$ cat src/rtl/exu_fpu_wb_ctl.sv
// FPU result writeback buffer.
// Holds completed FPU results in a small FIFO, drains them to the FP regfile
// write port under valid/ready, and accrues sticky fflags only from results
// that actually retire. Flushed results never touch fflags.
module exu_fpu_wb_ctl #(
   parameter int DEPTH = 2,
   parameter int RD_W  = 5
) (
   input  logic            clk,
   input  logic            rst,
   input  logic            fpu_finish,
   input  logic [31:0]     fpu_result,
   input  logic [4:0]      fpu_status,
   input  logic [RD_W-1:0] fpu_rd,
   input  logic            flush_lower,
   input  logic            wb_ready,
   output logic            wb_valid,
   output logic [RD_W-1:0] wb_rd,
   output logic [31:0]     wb_data,
   input  logic            fcsr_wr_en,
   input  logic [4:0]      fcsr_wr_fflags,
   output logic [4:0]      fflags,
   output logic            wb_full,
   output logic            overflow
);

   localparam int AW = $clog2(DEPTH);
   localparam int PW = AW + 1;
   localparam logic [PW-1:0] C_DEPTH = PW'(DEPTH);

   logic [RD_W-1:0] r_rd     [DEPTH];
   logic [31:0]     r_data   [DEPTH];
   logic [4:0]      r_status [DEPTH];

   logic [PW-1:0]   r_wptr;
   logic [PW-1:0]   r_rptr;
   logic [4:0]      r_fflags;
   logic            r_overflow;

   logic [PW-1:0]   w_count;
   logic            w_empty;
   logic            w_full;
   logic            w_pop;
   logic            w_push;
   logic            w_drop;
   logic [AW-1:0]   w_head;
   logic [AW-1:0]   w_tail;
   logic [4:0]      w_fflags_base;
   logic [4:0]      w_fflags_next;

   assign w_count = r_wptr - r_rptr;
   assign w_empty = (w_count == '0);
   assign w_full  = (w_count == C_DEPTH);
   assign w_head  = r_rptr[AW-1:0];
   assign w_tail  = r_wptr[AW-1:0];

   // A pop frees a slot in the same cycle, so a full buffer can still accept.
   assign w_pop  = ~w_empty & wb_ready;
   assign w_push = fpu_finish & ~flush_lower & (~w_full | w_pop);
   assign w_drop = fpu_finish & ~flush_lower & w_full & ~w_pop;

   // CSR write and same-cycle retirement both land in the sticky flags.
   assign w_fflags_base = fcsr_wr_en ? fcsr_wr_fflags : r_fflags;
   assign w_fflags_next = w_fflags_base | (w_pop ? r_status[w_head] : 5'b00000);

   assign wb_valid = ~w_empty;
   assign wb_rd    = r_rd[w_head];
   assign wb_data  = r_data[w_head];
   assign wb_full  = w_full;
   assign fflags   = r_fflags;
   assign overflow = r_overflow;

   // Entry storage: written at the tail on an accepted push, no reset needed.
   always_ff @(posedge clk) begin
      if (w_push) begin
         r_rd[w_tail]     <= fpu_rd;
         r_data[w_tail]   <= fpu_result;
         r_status[w_tail] <= fpu_status;
      end
   end

   // Pointers: flush drops everything not retiring this cycle by catching rptr up to wptr.
   always_ff @(posedge clk) begin
      if (rst) begin
         r_wptr <= '0;
         r_rptr <= '0;
      end else begin
         r_wptr <= r_wptr + {{AW{1'b0}}, w_push};
         if (flush_lower) begin
            r_rptr <= r_wptr;
         end else begin
            r_rptr <= r_rptr + {{AW{1'b0}}, w_pop};
         end
      end
   end

   // Sticky status: accrued flags and the dropped-result indicator.
   always_ff @(posedge clk) begin
      if (rst) begin
         r_fflags   <= '0;
         r_overflow <= 1'b0;
      end else begin
         r_fflags <= w_fflags_next;
         if (w_drop) begin
            r_overflow <= 1'b1;
         end
      end
   end

endmodule

$ cat config.mk
export PLATFORM = sky130hd
export DESIGN_NAME = exu_fpu_wb_ctl
export DESIGN_NICKNAME = d
export VERILOG_FILES = /design/src/rtl/exu_fpu_wb_ctl.sv
export SDC_FILE = /design/constraint.sdc
export NUM_CORES = 1
export LEC_CHECK = 0
export ABC_CLOCK_PERIOD_IN_PS = 3700
export CAP_MARGIN = 40
export CELL_PAD_IN_SITES_DETAIL_PLACEMENT = 0
export CELL_PAD_IN_SITES_GLOBAL_PLACEMENT = 1
export CORE_ASPECT_RATIO = 0.6
export CORE_UTILIZATION = 42
export CTS_CLUSTER_DIAMETER = 60
export DETAILED_ROUTE_END_ITERATION = 6
export PLACE_DENSITY = 0.89
export SETUP_SLACK_MARGIN = 0.5
export SLEW_MARGIN = 20
export SYNTH_ARGS = -nofsm -noshare
export SYNTH_HDL_FRONTEND = slang
export SYNTH_SLANG_ARGS = --single-unit
$ cat constraint.sdc
create_clock -name clk -period 3.7 [get_ports clk]
set_input_delay 0.74 -clock clk [delete_from_list [all_inputs] [get_ports clk]]
set_output_delay 0.74 -clock clk [all_outputs]
set_load 0.02 [all_outputs]
==> flow_metrics.env <==
export IMPL_status="completed"
export IMPL_track_usage_pct=15.75
export IMPL_cts_resized=0
export IMPL_finalNetCount=339
export IMPL_row_count=25
export IMPL_final_max_slew_viol_count=0
export IMPL_hold_viol_final=0
export IMPL_rsz0062_at_grt="false"
export IMPL_hold_slack_ns=0.4507
export IMPL_skew_ns=0.006896
export IMPL_cp_end_kind="output port"
export IMPL_avgViaCountPerCell=4.785
export IMPL_switching_power_w=0.0005310
export IMPL_grt_remaining_overflow=0
export IMPL_drc=0
export IMPL_power_density_nw_per_um2=498.5
export IMPL_antennaDiodeCount=0
export IMPL_worst_path_max_fanout=27
export IMPL_numPortBuffers=97
export IMPL_firstDrtPassIters=4
export IMPL_fin_crit_ns=2.944
export IMPL_cp_required_ns=2.96
export IMPL_syn_instance_count=178
export IMPL_cts_buffer_depth=2
export IMPL_antenna_left=0
export IMPL_antenna_found_initial=0
export IMPL_cts_hold_buf=0
export IMPL_wl_um=6375
export IMPL_synth_cell_type_count=18
export IMPL_dp_final_hpwl_um=4424
export IMPL_die_area_sq_um=8665
export IMPL_routedWlPerCell_um=16.10
export IMPL_ys_warnings_count=0
export IMPL_pre_cts_ws_ns=0.8036
export IMPL_post_cts_setup_buffer_count=0
export IMPL_p_int_w=0.001908
export IMPL_criticalPathCategory="reg2out"
export IMPL_fp_dieW_um=119.5
export IMPL_synth_area_per_cell_sq_um=19.55
export IMPL_ctsRootBufferMaster="clkbuf_16"
export IMPL_io_pins=98
export IMPL_switching_share_pct=21.77
export IMPL_ys_seq_elements=94
export IMPL_hold_class="reg2reg"
export IMPL_post_route_period_util_pct=79.58
export IMPL_worstSkewPairLatency_ns=0.34
export IMPL_initial_core_util_pct=43.80
export IMPL_max_freq_mhz=339.6
export IMPL_grt_start_max_net_pins=43
export IMPL_worst_slack_ns=0.7556
export IMPL_seq_area_frac_synth_pct=78.25
export IMPL_finalSetupViolCount=0
export IMPL_dp_cells=380
export IMPL_synth_area_sq_um=3480
export IMPL_cts_sinks=94
export IMPL_cts_clk_slew_worst_paths_ns=0.06
export IMPL_critPathLaunchType="flip-flop"
export IMPL_htreeDepth=3
export IMPL_cts_tree="yes"
export IMPL_die_h_um=72.51
export IMPL_worst_slew_pin_slew_ns=0.5486
export IMPL_synth_nets=234
export IMPL_drtIter0Drc=63
export IMPL_p_leak_nw=1.661
export IMPL_p_clk_share_pct=36.1
export IMPL_grt_pass1_wl_um=9749
export IMPL_gp_congestion=0.7361
export IMPL_maxSlewHeadroom_pct=63.42
export IMPL_grt_pass1_vias=1900
export IMPL_area_growth_pct=40.63
export IMPL_fin_setup_tns_ns=0
export IMPL_dr_total_vias=1895
export IMPL_ir_worst_vdd_v=0.0002259
export IMPL_max_stage_delay_ns=0.66
export IMPL_final_area_sq_um=4893
export IMPL_max_cap_violations=0
export IMPL_dpl_cell_area_sq_um=4602
export IMPL_seqPwrFrac_pct=50.2
export IMPL_drive_gt1_share_pct=20.83
export IMPL_path_cells="buf_12, mux2_2, clkdlybuf4s50_1"
export IMPL_crit_arrival_ns=2.20
export IMPL_stdcell_count=396
export IMPL_combPwrFrac_pct=13.7
export IMPL_cp_slowest_cell="dfxtp_2"
export IMPL_coreArea_sq_um=7945
export IMPL_cts_buffers=9
[synthesized netlist by cell type, drive strengths merged]
cell type	count	area share [%]
buf	6	0.83
a21oi	3	0.43
edfxtp	84	72
dfxtp	10	5.8
nand2	1	0.11
a211o	1	0.29
xor2	2	0.50
o22ai	5	0.90
or4	1	0.22
ha	3	1.1
or2b	1	0.25
inv	3	0.32
mux2i	12	3.5
clkbuf	1	0.11
mux2	37	12
xnor2	3	0.76
nor2	5	0.54
[cell families after synthesis]
kind of cell | Yosys count | synth area share (%)
xor gates and xnor gates | 5 | 1.259
AOI/OAI and AO/OA | 9 | 1.618
muxes | 49 | 15.43
DFF | 94 | 78.25
and+or+nand+nor | 8 | 1.115
adders and majority gates | 3 | 1.079
buffers and inverters | 10 | 1.258
[placed cells by master, fill, tap and decap left out]
cell type	instances
bufinv_16	1
buf_12	1
mux2_2	37
ha_2	2
clkbuf_1	1
clkinv_1	1
buf_4	3
xnor2_1	3
clkdlybuf4s50_1	97
clkinv_4	1
nor2_1	5
clkinv_2	1
clkinvlp_4	2
xor2_1	2
dfxtp_2	1
clkbuf_16	9
mux2i_1	12
or4_1	1
ha_1	1
edfxtp_1	84
a211o_2	1
inv_1	3
a21oi_1	3
o22ai_1	5
dfxtp_1	9
nand2_1	1
or2b_2	1
[through the flow]
step	util (%)	total power [W]
after global placement	57.92	0.001580
after global routing	61.59	0.002522
final	61.59	0.002439
after CTS	61.59	0.002469
after floorplan	-	0.001406
after detailed placement	57.92	0.001584
[flip-flops by register name, indices dropped and copies added (netlist names)]
name      flops
r_rd         10
r_rptr        2
overflow      1
r_wptr        2
r_data       64
r_status     10
fflags        5
[per-layer routing]
metal  global-route usage (%)  part of all wire (%)  vias to the layer above
met3                    8.097                   9.2                        6
li1                         -                     -                      896
met1                    21.62                    49                      914
met5                        0                     0                        -
met2                    21.97                    41                       79
met4                    4.167                  0.72                        0
[power by group through the flow]
stage / combinational (W) / sequential [W] / clock, W
finish: 0.000334 / 0.00123 / 0.000881
detailed placement: 0.000336 / 0.00125 / 0
CTS: 0.000338 / 0.00123 / 0.000905
floorplan: 0.000161 / 0.00125 / 0
global route: 0.000354 / 0.00123 / 0.000938
global placement: 0.000334 / 0.00125 / 0
[area by class of cell]
cell class,instances,area (sq um)
Sequential cell,94,2724
Fill cell,585,3052
Tap cell,108,135.1
Multi-Input combinational cell,74,718.2
Clock buffer,10,229.0
Clock inverter,6,62.56
Inverter,3,11.26
Timing Repair Buffer,101,1013
[worst paths after layout]
| kind | end | slack (ns) | depth (start not counted) | startpoint |
|---|---|---|---|---|
| setup / recovery | wb_data[5] | 0.76 | 3 | r_rptr[0] |
| hold / removal | overflow | 0.45 | 2 | overflow |
| setup reg to reg | r_wptr[1] | 1.40 | 7 | r_rptr[0] |
| hold reg to reg | overflow | 0.45 | 2 | overflow |
[worst max-delay path, delay by kind of cell (launching register included)]
kind,cells,cell delay (ns)
buf+inv,2,0.81
flops,1,0.66
mux,1,0.38
Power figures use the tool's default switching activity.
